--- src/rtl/viol_pkg.sv ---
`default_nettype none
// ============================================================================
// Module   : viol_pkg
// Brief    : Shared record kinds, escalation state encoding, record width.
// Revision : 1.0
// ============================================================================
package viol_pkg;

    localparam logic [1:0] KIND_R  = 2'b01;
    localparam logic [1:0] KIND_J  = 2'b10;
    localparam logic [1:0] KIND_RJ = 2'b11;

    localparam int REC_W = 34;

    typedef enum logic [1:0] {
        ST_IDLE     = 2'd0,
        ST_ALERT    = 2'd1,
        ST_HALT_REQ = 2'd2,
        ST_HALTED   = 2'd3
    } state_e;

endpackage : viol_pkg
`default_nettype wire

--- src/rtl/violation_logger_if.sv ---
`default_nettype none
// ============================================================================
// Module   : violation_logger_if
// Brief    : Record drain handshake between the logger and the host.
// Revision : 1.0
// ============================================================================
interface violation_logger_if;

    logic        rec_valid;
    logic        rec_ready;
    logic [31:0] rec_pc;
    logic [1:0]  rec_kind;

    modport master (
        output rec_valid,
        output rec_pc,
        output rec_kind,
        input  rec_ready
    );

    modport slave (
        input  rec_valid,
        input  rec_pc,
        input  rec_kind,
        output rec_ready
    );

endinterface : violation_logger_if
`default_nettype wire

--- src/rtl/viol_fifo.sv ---
`default_nettype none
// ============================================================================
// Module   : viol_fifo
// Brief    : Synchronous FIFO with a registered head word and valid flag.
// Revision : 1.0
// ============================================================================
module viol_fifo #(
    parameter int DEPTH = 8,
    parameter int WIDTH = 34
) (
    input  wire logic             clk,
    input  wire logic             rst_n,
    input  wire logic             push_i,
    input  wire logic [WIDTH-1:0] din_i,
    input  wire logic             pop_i,
    output logic                  full_o,
    output logic                  valid_o,
    output logic [WIDTH-1:0]      dout_o
);

    localparam int AW = $clog2(DEPTH);

    logic [WIDTH-1:0] mem_q [DEPTH];
    logic [AW-1:0]    wr_ptr_q, wr_ptr_d;
    logic [AW-1:0]    rd_ptr_q, rd_ptr_d;
    logic [AW:0]      count_q, count_d;
    logic [WIDTH-1:0] head_q, head_d;
    logic             valid_q;

    logic w_full, w_empty, w_pop, w_push_ok;

    assign w_full    = (count_q == (AW+1)'(DEPTH));
    assign w_empty   = (count_q == '0);
    assign w_pop     = pop_i & ~w_empty;
    // A pop frees the slot in the same cycle, so a full FIFO still accepts.
    assign w_push_ok = push_i & (~w_full | w_pop);

    always_comb begin
        wr_ptr_d = wr_ptr_q + AW'(w_push_ok);
        rd_ptr_d = rd_ptr_q + AW'(w_pop);
        count_d  = count_q + (AW+1)'(w_push_ok) - (AW+1)'(w_pop);
        // Forward the incoming word when it lands on the new head slot.
        if (w_push_ok && (wr_ptr_q == rd_ptr_d)) begin
            head_d = din_i;
        end else begin
            head_d = mem_q[rd_ptr_d];
        end
    end

    always_ff @(posedge clk) begin
        if (w_push_ok) begin
            mem_q[wr_ptr_q] <= din_i;
        end
    end

    always_ff @(posedge clk or negedge rst_n) begin
        if (!rst_n) begin
            wr_ptr_q <= '0;
            rd_ptr_q <= '0;
            count_q  <= '0;
            head_q   <= '0;
            valid_q  <= 1'b0;
        end else begin
            wr_ptr_q <= wr_ptr_d;
            rd_ptr_q <= rd_ptr_d;
            count_q  <= count_d;
            head_q   <= head_d;
            valid_q  <= (count_d != '0);
        end
    end

    assign full_o  = w_full;
    assign valid_o = valid_q;
    assign dout_o  = head_q;

endmodule : viol_fifo
`default_nettype wire

--- src/rtl/violation_logger.sv ---
`default_nettype none
// ============================================================================
// Module   : violation_logger
// Brief    : Aligns monitor flags to their instruction, logs violation records,
//            keeps saturating per-kind counters and escalates irq / halt_req.
// Revision : 1.0
// ============================================================================
module violation_logger
    import viol_pkg::*;
#(
    parameter int DEPTH  = 8,
    parameter int CNT_W  = 16,
    parameter int THRESH = 4
) (
    input  wire logic             clk,
    input  wire logic             rst_n,
    input  wire logic [31:0]      pc,
    input  wire logic             inst_valid,
    input  wire logic             r,
    input  wire logic             j,
    violation_logger_if.master    rec,
    output logic [CNT_W-1:0]      r_count,
    output logic [CNT_W-1:0]      j_count,
    output logic                  ovf,
    output logic                  irq,
    output logic                  halt_req,
    input  wire logic             halt_ack,
    input  wire logic             clr
);

    localparam logic [CNT_W-1:0] CNT_MAX = '1;

    logic [31:0]      pc_q;
    logic             v_q;
    logic [CNT_W-1:0] r_cnt_q, r_cnt_d;
    logic [CNT_W-1:0] j_cnt_q, j_cnt_d;
    logic             ovf_q, ovf_d;
    state_e           state_q, state_d;

    logic             w_viol;
    logic [1:0]       w_kind;
    logic [CNT_W:0]   w_total;
    logic             w_thresh_hit;
    logic             w_full;
    logic             w_valid;
    logic             w_pop;
    logic [REC_W-1:0] w_head;

    // Flags arrive one cycle after their PC; the registered slot masks stale flags.
    assign w_viol = v_q & (r | j);
    assign w_kind = {j, r};
    assign w_pop  = w_valid & rec.rec_ready;

    always_comb begin
        r_cnt_d = r_cnt_q;
        j_cnt_d = j_cnt_q;
        ovf_d   = ovf_q;
        if (w_viol && r && (r_cnt_q != CNT_MAX)) begin
            r_cnt_d = r_cnt_q + 1'b1;
        end
        if (w_viol && j && (j_cnt_q != CNT_MAX)) begin
            j_cnt_d = j_cnt_q + 1'b1;
        end
        if (w_viol && w_full && !w_pop) begin
            ovf_d = 1'b1;
        end
        if (clr) begin
            r_cnt_d = '0;
            j_cnt_d = '0;
            ovf_d   = 1'b0;
        end
    end

    assign w_total      = {1'b0, r_cnt_d} + {1'b0, j_cnt_d};
    assign w_thresh_hit = (THRESH != 0) && (w_total >= (CNT_W+1)'(THRESH));

    always_comb begin
        state_d = state_q;
        case (state_q)
            ST_IDLE: begin
                if (w_viol) begin
                    state_d = w_thresh_hit ? ST_HALT_REQ : ST_ALERT;
                end
            end
            ST_ALERT: begin
                if (w_thresh_hit) begin
                    state_d = ST_HALT_REQ;
                end
            end
            ST_HALT_REQ: begin
                if (halt_ack) begin
                    state_d = ST_HALTED;
                end
            end
            ST_HALTED: begin
                state_d = ST_HALTED;
            end
            default: begin
                state_d = ST_IDLE;
            end
        endcase
        if (clr) begin
            state_d = ST_IDLE;
        end
    end

    always_ff @(posedge clk or negedge rst_n) begin
        if (!rst_n) begin
            pc_q    <= '0;
            v_q     <= 1'b0;
            r_cnt_q <= '0;
            j_cnt_q <= '0;
            ovf_q   <= 1'b0;
            state_q <= ST_IDLE;
        end else begin
            pc_q    <= pc;
            v_q     <= inst_valid;
            r_cnt_q <= r_cnt_d;
            j_cnt_q <= j_cnt_d;
            ovf_q   <= ovf_d;
            state_q <= state_d;
        end
    end

    viol_fifo #(
        .DEPTH (DEPTH),
        .WIDTH (REC_W)
    ) u_fifo (
        .clk     (clk),
        .rst_n   (rst_n),
        .push_i  (w_viol),
        .din_i   ({pc_q, w_kind}),
        .pop_i   (w_pop),
        .full_o  (w_full),
        .valid_o (w_valid),
        .dout_o  (w_head)
    );

    assign rec.rec_valid = w_valid;
    assign rec.rec_pc    = w_head[REC_W-1:2];
    assign rec.rec_kind  = w_head[1:0];

    assign r_count  = r_cnt_q;
    assign j_count  = j_cnt_q;
    assign ovf      = ovf_q;
    assign irq      = (state_q != ST_IDLE);
    assign halt_req = (state_q == ST_HALT_REQ);

endmodule : violation_logger
`default_nettype wire
--- src/flat_wrapper.sv ---
// flat-port wrapper written by rule: the top's interface ports become plain ports
module violation_logger_flat import viol_pkg::*;
#(
    parameter int DEPTH  = 8,
    parameter int CNT_W  = 16,
    parameter int THRESH = 4
)
  (clk, rst_n, pc, inst_valid, r, j, r_count, j_count, ovf, irq, halt_req, halt_ack, clr, rec_rec_valid, rec_rec_pc, rec_rec_kind, rec_rec_ready);
  violation_logger_if rec_i ();
  input  wire logic clk;
  input  wire logic rst_n;
  input  wire logic [31:0] pc;
  input  wire logic inst_valid;
  input  wire logic r;
  input  wire logic j;
  output logic [CNT_W-1:0] r_count;
  output logic [CNT_W-1:0] j_count;
  output logic ovf;
  output logic irq;
  output logic halt_req;
  input  wire logic halt_ack;
  input  wire logic clr;
  output wire logic [$bits(rec_i.rec_valid)-1:0] rec_rec_valid;
  output wire logic [$bits(rec_i.rec_pc)-1:0] rec_rec_pc;
  output wire logic [$bits(rec_i.rec_kind)-1:0] rec_rec_kind;
  input wire logic [$bits(rec_i.rec_ready)-1:0] rec_rec_ready;
  assign rec_rec_valid = rec_i.rec_valid;
  assign rec_rec_pc = rec_i.rec_pc;
  assign rec_rec_kind = rec_i.rec_kind;
  assign rec_i.rec_ready = rec_rec_ready;
  violation_logger #(.DEPTH(DEPTH), .CNT_W(CNT_W), .THRESH(THRESH)) u_core (.clk(clk), .rst_n(rst_n), .pc(pc), .inst_valid(inst_valid), .r(r), .j(j), .rec(rec_i), .r_count(r_count), .j_count(j_count), .ovf(ovf), .irq(irq), .halt_req(halt_req), .halt_ack(halt_ack), .clr(clr));
endmodule
--- config.mk ---
export PLATFORM = sky130hd
export DESIGN_NAME = violation_logger_flat
export DESIGN_NICKNAME = d
export VERILOG_FILES = /design/src/rtl/viol_pkg.sv /design/src/rtl/violation_logger_if.sv /design/src/rtl/viol_fifo.sv /design/src/rtl/violation_logger.sv /design/src/flat_wrapper.sv
export SDC_FILE = /design/constraint.sdc
export NUM_CORES = 1
export LEC_CHECK = 0
export CORE_ASPECT_RATIO = 1.75
export CORE_MARGIN = 2
export CORE_UTILIZATION = 30
export DETAILED_ROUTE_END_ITERATION = 6
export SYNTH_ARGS = -nofsm -noshare
export SYNTH_HDL_FRONTEND = slang
export SYNTH_SLANG_ARGS = --single-unit
--- constraint.sdc ---
create_clock -name clk -period 8.1 [get_ports clk]
set_input_delay 1.62 -clock clk [delete_from_list [all_inputs] [get_ports clk]]
set_output_delay 1.62 -clock clk [all_outputs]
set_load 0.01 [all_outputs]
==> flow_summary.json, run 1 <==
{
  "track_usage_pct": 12.8,
  "finalSetupTns_ns": 0,
  "grt_pass1_vias": 8984,
  "start_util_pct": 30.4,
  "seqCellArea_um2": 11000,
  "place_congestion": 0.798,
  "synth-edff-count": 272,
  "synth_nets": 967,
  "multi_input_area_um2": 4290,
  "ant_nets": 0,
  "hold_viol": 0,
  "num_antenna_cells": 0,
  "cts_htree_levels": 2,
  "clock_latency_ns": 0.55,
  "critPathRequiredTime_ns": 8.55,
  "cts_buffers": 37,
  "yosysSeqAreaShare_pct": 71.5,
  "cts_setup_buffers": 0,
  "cp_max_fo": 11,
  "min_period_over_period_pct": 69.6,
  "p_seq_share_pct": 39.7,
  "clock_skew_ns": 0.0252,
  "irDropWorstVdd_uv": 186,
  "synthToLayoutAreaGrowth_pct": 21.6,
  "power.leakage_uw": 0.00667,
  "wl_per_cell_um": 19.6,
  "chipHeight_um": 304,
  "place_ws_ns": 1.98,
  "grt_first_pass_wirelength_um": 52700,
  "hold_buffers": 0,
  "path_cells": "clkdlybuf4s50_1, nand2_1, a41oi_2, nand4_1, or3_1, a21oi_1, ha_1, nand3_1, o211ai_1, a2111o_1, o21ai_0, nand4_1, a2111o_1, a211oi_2",
  "r2r-start": "u_core.j_count[2]",
  "cp_slowest_cell": "clkdlybuf4s50_1",
  "maxCapViolCount": 0,
  "swShare_pct": 28.9,
  "rrSetupSlack_ns": 3.45,
  "finalSetupViolCount": 0,
  "intPower_uw": 4520,
  "p_per_area_nw_per_um2": 340,
  "cts_buffer_depth": 3,
  "clock-sinks": 385,
  "synth_seq_cells": 385,
  "async_reset_ff_share_pct": 29.4,
  "finalCriticalPeriod_ns": 5.64,
  "io_buffers": 109,
  "power_uw": 6360,
  "grt_remaining_overflow": 0,
  "max_slew_margin_pct": 27.9,
  "clk_pin_slew_ns": 0.06,
  "end_kind": "flop",
  "maxSlewViolCount": 0,
  "fmax_ghz": 0.177,
  "via_per_inst": 4.77,
  "ys.flop_type": "edfxtp_1",
  "grt_start_max_net_pins": 71,
  "worstSetupEndpoint": "u_core.state_q[0]",
  "power.net_switching_uw": 1840,
  "synth_area_um2": 15400,
  "die_area_um2": 53200,
  "final_cells": 1719,
  "yosysWarningCount": 0,
  "root_buffer": "clkbuf_16",
  "combinationalPowerShare_pct": 30.7,
  "drt_wl_total_um": 33700,
  "rsz0062_at_grt": "false",
  "worst_slew_pin_slew_ns": 1.08,
  "die_w_um": 175,
  "cts_tree": "yes",
  "core_area_um2": 50600,
  "whs_ns": 0.539,
  "hpwl_um": 20700,
  "cp-start-kind": "primary input",
  "synth_area_per_cell_um2": 17.2,
  "drc": 0,
  "p_clk_share_pct": 29.5,
  "first_pass_iters": 5,
  "yosys.cell_types.count": 54,
  "ff2ff_path_depth": 14,
  "synth_cells": 897,
  "crit_start": "j",
  "antenna_found_initial": 1,
  "r2r-end": "u_core.state_q[0]",
  "num_rows": 109,
  "vias": 8207,
  "fin_ws_ns": 2.46,
  "critPathKind": "primary input to flop",
  "outcome": "completed",
  "cts_resized": 0,
  "fill_cells": 4646,
  "ios": 110,
  "hp-class": "flop to flop",
  "slowest_delay_ns": 0.79,
  "drt_iter0_markers": 390,
  "layout-drive-gt1-share_pct": 15.1,
  "crit_arrival_ns": 6.09,
  "placedCellCount": 1651,
  "nets": 1094
}
==> per-stage QoR <==
| step | instance area, um2 | utilization, % |
|---|---|---|
| after floorplan | 15400 | - |
| after global placement | 17400 | 34.4 |
| after detailed placement | 17400 | 34.4 |
| after CTS | 18700 | 37.0 |
| after global routing | 18700 | 37.0 |
| final | 18700 | 37.0 |
==> flip-flops by register name, summed over array words and instances (netlist names) <==
signal,cells
u_core.u_fifo.wr_ptr_q,3
u_core.v_q,1
u_core.u_fifo.valid_o,1
u_core.j_count,16
u_core.u_fifo.mem_q,272
u_core.ovf,1
u_core.state_q,2
u_core.pc_q,32
u_core.r_count,16
u_core.u_fifo.rd_ptr_q,3
u_core.u_fifo.dout_o,34
u_core.u_fifo.count_q,4
==> worst min path at each step <==
stage	from	to	slack (ns)	cells past startpoint
finish	u_core.ovf	u_core.ovf	0.54	2
global route	u_core.ovf	u_core.ovf	0.57	2
CTS	u_core.ovf	u_core.ovf	0.53	2
detailed placement	u_core.ovf	u_core.ovf	0.51	2
global placement	u_core.ovf	u_core.ovf	0.51	2
floorplan	u_core.u_fifo.rd_ptr_q[1]	u_core.u_fifo.rd_ptr_q[1]	0.48	1
==> layout by cell type (no fill, tap or decap), drive strengths merged, types with 3 or more instances in the layout <==
master	n
a2111o	3
a211oi	4
a21o	7
a21oi	54
a31oi	3
and2	3
and3	7
and4	7
buf	17
bufinv	8
clkbuf	47
clkdlybuf4s50	108
clkinv	9
dfrtp	113
edfxtp	272
ha	28
inv	16
mux2i	37
mux4	68
nand2	20
nand2b	4
nand3	16
nand4	10
nor2	81
nor2b	6
nor3	8
o211ai	4
o21a	3
o21ai	15
or2	3
or3	8
xnor2	15
xor2	21
==> critical path, delay by kind of cell <==
| kind | cells | cell delay, ns |
|---|---|---|
| buf+inv | 1 | 0.79 |
| compound gates | 7 | 2.18 |
| fa+ha+maj | 1 | 0.36 |
| simple gates | 5 | 1.13 |
==> layer usage <==
layer  up-vias  track usage [%]  wire [um]
li1       3725                -          -
met2       195             23.5      18000
met1      4212             14.5      13000
met3        73             2.24       1490
met4         2             5.43       1260
met5         -                0         16
==> Yosys cell counts, drive strengths merged (3+ instances only) <==
cell	number	area share (%)
a2111o	3	0.22
nor3	8	0.26
mux4	68	10
nand4	10	0.41
and3	7	0.28
xnor2	15	0.85
o211ai	4	0.20
ha	28	2.3
nor2	81	2.0
and4	7	0.40
edfxtp	272	53
or3	8	0.33
nand2b	4	0.16
nor2b	6	0.24
a211oi	4	0.23
a21o	7	0.34
mux2i	37	2.4
dfrtp	113	18
a31oi	3	0.22
nand2	20	0.49
or2	3	0.12
buf	9	0.29
o21a	3	0.15
o21ai	15	0.49
and2	3	0.12
clkbuf	28	0.68
a21oi	54	1.8
xor2	21	1.2
inv	14	0.34
nand3	16	0.52
==> power by group through the flow <==
stage | Clock [uW] | Sequential (uW) | Combinational (uW)
final | 1880 | 2530 | 1960
after global routing | 2000 | 2550 | 2130
after CTS | 1930 | 2530 | 2030
after detailed placement | 0 | 2570 | 2020
after global placement | 0 | 2560 | 2010
after floorplan | 0 | 2590 | 1300
==> area by class of cell <==
type | count | area share [%]
flip-flops and latches | 385 | 58.8
multi-input cells | 461 | 22.9
repair buffers | 125 | 6.48
clock buffers | 47 | 5.26
well taps | 666 | 4.45
clock inverters | 21 | 1.81
inverters | 14 | 0.281
==> cell families after synthesis <==
family / Yosys count / share of synthesized area, %
simple gates: 182 / 5.77
fa+ha+maj: 30 / 2.54
buf+inv: 51 / 1.32
xor+xnor: 36 / 2.05
flops: 385 / 71.5
mux: 105 / 12.4
compound gates: 108 / 4.51
No activity file was read; power rests on OpenSTA's default activity.
==> run 2, diff against run 1 <==
==> constraint.sdc (replaced) <==
create_clock -name clk -period 5.43 [get_ports clk]
set_input_delay 1.086 -clock clk [delete_from_list [all_inputs] [get_ports clk]]
set_output_delay 1.086 -clock clk [all_outputs]
set_load 0.01 [all_outputs]
==> flow_summary.json, run 2 (same netlist as run 1, synthesis figures left out) <==
{
  "clock-sinks": 385,
  "io_buffers": 109,
  "rsz0062_at_grt": "false",
  "finalSetupViolCount": 0,
  "ios": 110,
  "num_rows": 109,
  "num_antenna_cells": 0,
  "layout-drive-gt1-share_pct": 15.6,
  "finalCriticalPeriod_ns": 4.75,
  "cp_max_fo": 9,
  "critPathRequiredTime_ns": 5.88,
  "nets": 1099,
  "die_w_um": 175,
  "place_ws_ns": 0.164,
  "outcome": "completed",
  "grt_remaining_overflow": 0,
  "drt_iter0_markers": 345,
  "irDropWorstVdd_uv": 296,
  "worst_slew_pin_slew_ns": 0.806,
  "fmax_ghz": 0.210,
  "cts_setup_buffers": 0,
  "crit_arrival_ns": 5.21,
  "synthToLayoutAreaGrowth_pct": 22.2,
  "wl_per_cell_um": 20.0,
  "clock_skew_ns": 0.00991,
  "power.leakage_uw": 0.00673,
  "drt_wl_total_um": 34600,
  "cp-start-kind": "primary input",
  "grt_pass1_vias": 9009,
  "vias": 8259,
  "place_congestion": 0.860,
  "hp-class": "flop to flop",
  "core_area_um2": 50600,
  "min_period_over_period_pct": 87.5,
  "root_buffer": "clkbuf_16",
  "die_area_um2": 53200,
  "antenna_found_initial": 1,
  "start_util_pct": 30.4,
  "end_kind": "flop",
  "critPathKind": "primary input to flop",
  "mostFrequentLayoutCells": "edfxtp_1, dfrtp_1, clkdlybuf4s50_1, nor2_1, mux4_2",
  "cts_buffers": 38,
  "maxSlewViolCount": 0,
  "hpwl_um": 21200,
  "final_common_cell": "edfxtp_1",
  "via_per_inst": 4.79,
  "cts_buffer_depth": 3,
  "drc": 0,
  "cts_htree_levels": 2,
  "hold_buffers": 0,
  "largest_reg_flops": 272,
  "chipHeight_um": 304,
  "maxCapViolCount": 0,
  "regMostFlops": "u_core.u_fifo.mem_q",
  "grt_first_pass_wirelength_um": 52800,
  "grt_start_max_net_pins": 74,
  "p_per_area_nw_per_um2": 509,
  "track_usage_pct": 13.0,
  "finalSetupTns_ns": 0,
  "hold_viol": 0,
  "cts_resized": 0,
  "ant_nets": 0,
  "cts_tree": "yes",
  "max_slew_margin_pct": 46.2,
  "clk_pin_slew_ns": 0.06,
  "first_pass_iters": 4,
  "fin_ws_ns": 0.677,
  "clock_latency_ns": 0.54
}
run 2: cell count changes in the layout (fill, tap and decap cells not counted), moves of 2 or more:
cell | previous run | this run
clkinv_8 | 2 | 0
clkbuf_16 | 37 | 39
clkinv_2 | 2 | 4
buf_12 | 0 | 3
run 2: path summary, 6_finish.rpt:
path | start | depth (start not counted) | endpoint | slack (ns)
setup / recovery | j | 14 | u_core.state_q[0] | 0.68
min in group asynchronous | rst_n | 1 | u_core.u_fifo.dout_o[28] | 0.60
setup reg to reg | u_core.j_count[7] | 14 | u_core.state_q[0] | 0.74
max in group asynchronous | rst_n | 2 | u_core.r_count[3] | 3.74
hold / removal | u_core.ovf | 2 | u_core.ovf | 0.52
hold reg to reg | u_core.ovf | 2 | u_core.ovf | 0.52
run 2: layer usage:
| layer | global-route usage (%) | wire length, um | vias to the layer above |
|---|---|---|---|
| met5 | 0 | 13 | - |
| met4 | 5.47 | 1210 | 2 |
| met3 | 2.04 | 1170 | 67 |
| met2 | 24.4 | 18900 | 172 |
| met1 | 14.3 | 13300 | 4285 |
| li1 | - | - | 3733 |
run 2: where the power goes:
group / switching [uW] / internal, uW / leakage, uW / total (uW)
clock network: 1130 / 1710 / 0.000657 / 2840
logic: 1480 / 1470 / 0.00221 / 2960
registers: 157 / 3620 / 0.00385 / 3770
run 2: layout make-up:
cell class / instances / area, um2
clock buffer: 51 / 1050
multi-input combinational: 461 / 4290
sequential: 385 / 11000
tap: 666 / 833
timing repair buffer: 129 / 1280
inverter: 14 / 52.6
fill: 4689 / 31800
clock inverter: 19 / 298
run 2: critical path, cell delays in order:
cell	delay, ns
clkdlybuf4s50_1	0.51
nand2_1	0.08
a41oi_2	0.42
nand4_1	0.32
or3_1	0.42
a21oi_1	0.22
ha_1	0.36
nand3_1	0.12
o211ai_1	0.20
a2111o_1	0.46
o21ai_0	0.21
nand4_1	0.13
a2111o_1	0.43
a211oi_2	0.23
run 2: per-stage QoR:
stage	power, uW	hold slack, ns	std cells	util, %	area [um2]
CTS	9770	0.527	1725	37.2	18800
finish	9570	0.520	1725	37.2	18800
global placement	6860	0.507	1655	34.5	17500
global route	10100	0.543	1725	37.2	18800
detailed placement	6900	0.506	1655	34.5	17500
floorplan	5790	0.475	897	-	15400
==> run 3, diff against run 2 <==
--- a/config.mk
+++ b/config.mk
@@ -5,6 +5,7 @@
 export SDC_FILE = /design/constraint.sdc
 export NUM_CORES = 1
 export LEC_CHECK = 0
+export ABC_AREA = 1
 export CORE_ASPECT_RATIO = 1.75
 export CORE_MARGIN = 2
 export CORE_UTILIZATION = 30
==> flow_summary.json, run 3 <==
{
  "outcome": "completed",
  "grt_start_max_net_pins": 206,
  "synth_common_cells": "edfxtp_1, nand2_1, inv_1, o21ai_0, dfrtp_1",
  "yosysMostFrequentCell": "edfxtp_1",
  "cts_setup_buffers": 0,
  "ios": 110,
  "grt_pass1_vias": 11400,
  "critPathRequiredTime_ns": 5.84,
  "cts_tree": "yes",
  "finalCriticalPeriod_ns": 4.60,
  "worst_slew_pin_slew_ns": 1.01,
  "hp-class": "flop to flop",
  "synth_area_per_cell_um2": 11.4,
  "seqCellArea_um2": 11000,
  "nets": 1621,
  "wl_per_cell_um": 18.2,
  "die_area_um2": 56900,
  "p_per_area_nw_per_um2": 505,
  "ys.flop_type": "edfxtp_1",
  "num_antenna_cells": 0,
  "synth_top_area_share_pct": 49.6,
  "synthToLayoutAreaGrowth_pct": 19.7,
  "cts_buffers": 37,
  "slowest_delay_ns": 0.76,
  "start_util_pct": 30.4,
  "fmax_ghz": 0.217,
  "chipHeight_um": 314,
  "synth_top_family_by_area": "simple AND/OR/NAND/NOR gates",
  "yosys.cell_types.count": 46,
  "track_usage_pct": 14.5,
  "clock_latency_ns": 0.53,
  "async_reset_ff_share_pct": 29.4,
  "synth_nets": 1510,
  "hold_buffers": 0,
  "grt_first_pass_wirelength_um": 63800,
  "hold_viol": 0,
  "largest_reg_flops": 272,
  "synthAdderAreaFrac_pct": 2.37,
  "rsz0062_at_grt": "false",
  "grt_remaining_overflow": 0,
  "clk_pin_slew_ns": 0.06,
  "mostFrequentLayoutCells": "edfxtp_1, nand2_1, inv_1, o21ai_0, dfrtp_1",
  "cts_htree_levels": 2,
  "crit_arrival_ns": 5.01,
  "regMostFlops": "u_core.u_fifo.mem_q",
  "die_w_um": 181,
  "via_per_inst": 4.83,
  "synth_compound_area_share_pct": 9.50,
  "clock_skew_ns": 0.00840,
  "maxCapViolCount": 0,
  "drt_wl_total_um": 41300,
  "path_buf_inv": 3,
  "synth_area_um2": 16500,
  "cts_buffer_depth": 3,
  "clock-sinks": 385,
  "synth_area_leaders": "edfxtp_1, dfrtp_1, nand2_1, o21ai_0, mux2i_1",
  "root_buffer": "clkbuf_16",
  "drt_iter0_markers": 613,
  "end_kind": "flop",
  "final_common_cell": "edfxtp_1",
  "finalSetupViolCount": 0,
  "power.leakage_uw": 0.00776,
  "antenna_found_initial": 2,
  "core_area_um2": 54300,
  "hpwl_um": 26700,
  "max_slew_margin_pct": 32.6,
  "synthXorXnorAreaFrac_pct": 0.805,
  "cp_max_fo": 11,
  "min_period_over_period_pct": 84.7,
  "io_buffers": 109,
  "first_pass_iters": 7,
  "yosys.area_share.simple_pct": 11.2,
  "synth_seq_cells": 385,
  "rrSetupSlack_ns": 1.35,
  "irDropWorstVdd_uv": 787,
  "cp_slowest_cell": "clkdlybuf4s50_1",
  "cts_resized": 0,
  "drc": 0,
  "finalSetupTns_ns": 0,
  "power_uw": 9950,
  "critPathMostFrequentCell": "nand2_1",
  "multi_input_area_um2": 4700,
  "synthMuxAreaShare_pct": 4.13,
  "cp-start-kind": "primary input",
  "critPathKind": "primary input to flop",
  "layout-drive-gt1-share_pct": 7.09,
  "vias": 11000,
  "path_cells": "clkdlybuf4s50_1, nand2_1, inv_1, nand2_2, nor3_1, nand2_1, nor2_1, o21ai_0, a21oi_1, ha_1, nand2_1, inv_1, a21oi_1, nand2_1, nand2_1, nand2_1, nor2_1, nand3_1, nor2_1, nand3_1, nor2_1, o21bai_1",
  "num_rows": 113,
  "yosysSeqAreaShare_pct": 66.7,
  "synth-edff-count": 272,
  "synth_cells": 1440,
  "place_congestion": 0.907,
  "fill_cells": 5281,
  "maxSlewViolCount": 0,
  "path_delay_family": "simple AND/OR/NAND/NOR gates",
  "ant_nets": 0,
  "synth_top_cell_by_area": "edfxtp_1",
  "yosysWarningCount": 0
}
## run 3: cell count changes in the layout (fill, tap and decap cells not counted), sizes merged, moves of 23 or more
cell and delta:
nand3 +23, nand2 +208, o21ai +139, a21oi +47, inv +157, a31oi +35
mux4 -68, nor2 +27, mux2i +31
## run 3: cell families after synthesis
logic type	count (synthesis)
AOI/OAI and AO/OA	298
xor gates and xnor gates	13
adders and majority gates	30
buffers and inverters	223
DFF	385
muxes	68
and+or+nand+nor	423
## run 3: final timing paths
kind,startpoint,endpoint,cells past startpoint
setup / recovery,r,u_core.state_q[1],22
min in group asynchronous,rst_n,u_core.pc_q[18],1
setup reg to reg,u_core.j_count[1],u_core.state_q[1],26
hold reg to reg,u_core.ovf,u_core.ovf,2
max in group asynchronous,rst_n,u_core.j_count[1],2
hold / removal,u_core.ovf,u_core.ovf,2
## run 3: worst reg2reg max path, cell delays in order (launching register included)
cell and delay (ns):
dfrtp_1 0.45, ha_1 0.22, inv_1 0.08, nor3_2 0.18
nand2_1 0.15, nor3_2 0.16, nand3_1 0.16, nand3_4 0.15
nor2_1 0.08, nor3_1 0.26, ha_1 0.23, inv_1 0.06
fa_1 0.38, inv_1 0.06, nand2_1 0.06, nand2_1 0.13
nand3_1 0.09, nand2_1 0.20, nand2_1 0.11, nand2_1 0.07
nand2_1 0.04, nand2_1 0.08, nand3_1 0.10, nor2_1 0.11
nand3_1 0.12, nor2_1 0.13, o21bai_1 0.09
## run 3: report_power, final
| group | switching, uW | internal (uW) |
|---|---|---|
| clock network | 1120 | 1550 |
| registers | 162 | 3620 |
| logic | 2220 | 1280 |
| total | 3500 | 6450 |
## run 3: stage by stage
step | util [%] | hold WS, ns | setup slack (ns) | instance area [um2] | cells
final | 36.3 | 0.493 | 0.830 | 19700 | 2269
after global routing | 36.3 | 0.540 | 0.558 | 19700 | 2269
after CTS | 36.3 | 0.502 | 0.949 | 19700 | 2269
after detailed placement | 34.0 | 0.489 | 0.395 | 18500 | 2202
after global placement | 34.0 | 0.495 | 0.409 | 18500 | 2202
after floorplan | - | 0.472 | 1.60 | 16500 | 1440
## run 3: final cells by class
class                           count  area share, %
Clock buffer                       45           5.00
Clock inverter                     22           1.31
Inverter                          169           3.23
Multi-Input combinational cell    832           23.8
Sequential cell                   385           55.7
Tap cell                          690           4.38
Timing Repair Buffer              126           6.50
## run 3: routing by layer
metal	vias up	GRT usage, %	share of wire (%)
met5	-	0	0.068
met4	4	7.13	4.6
met3	101	2.41	4.5
met2	308	28.2	55
met1	5375	14.8	36
li1	5182	-	-
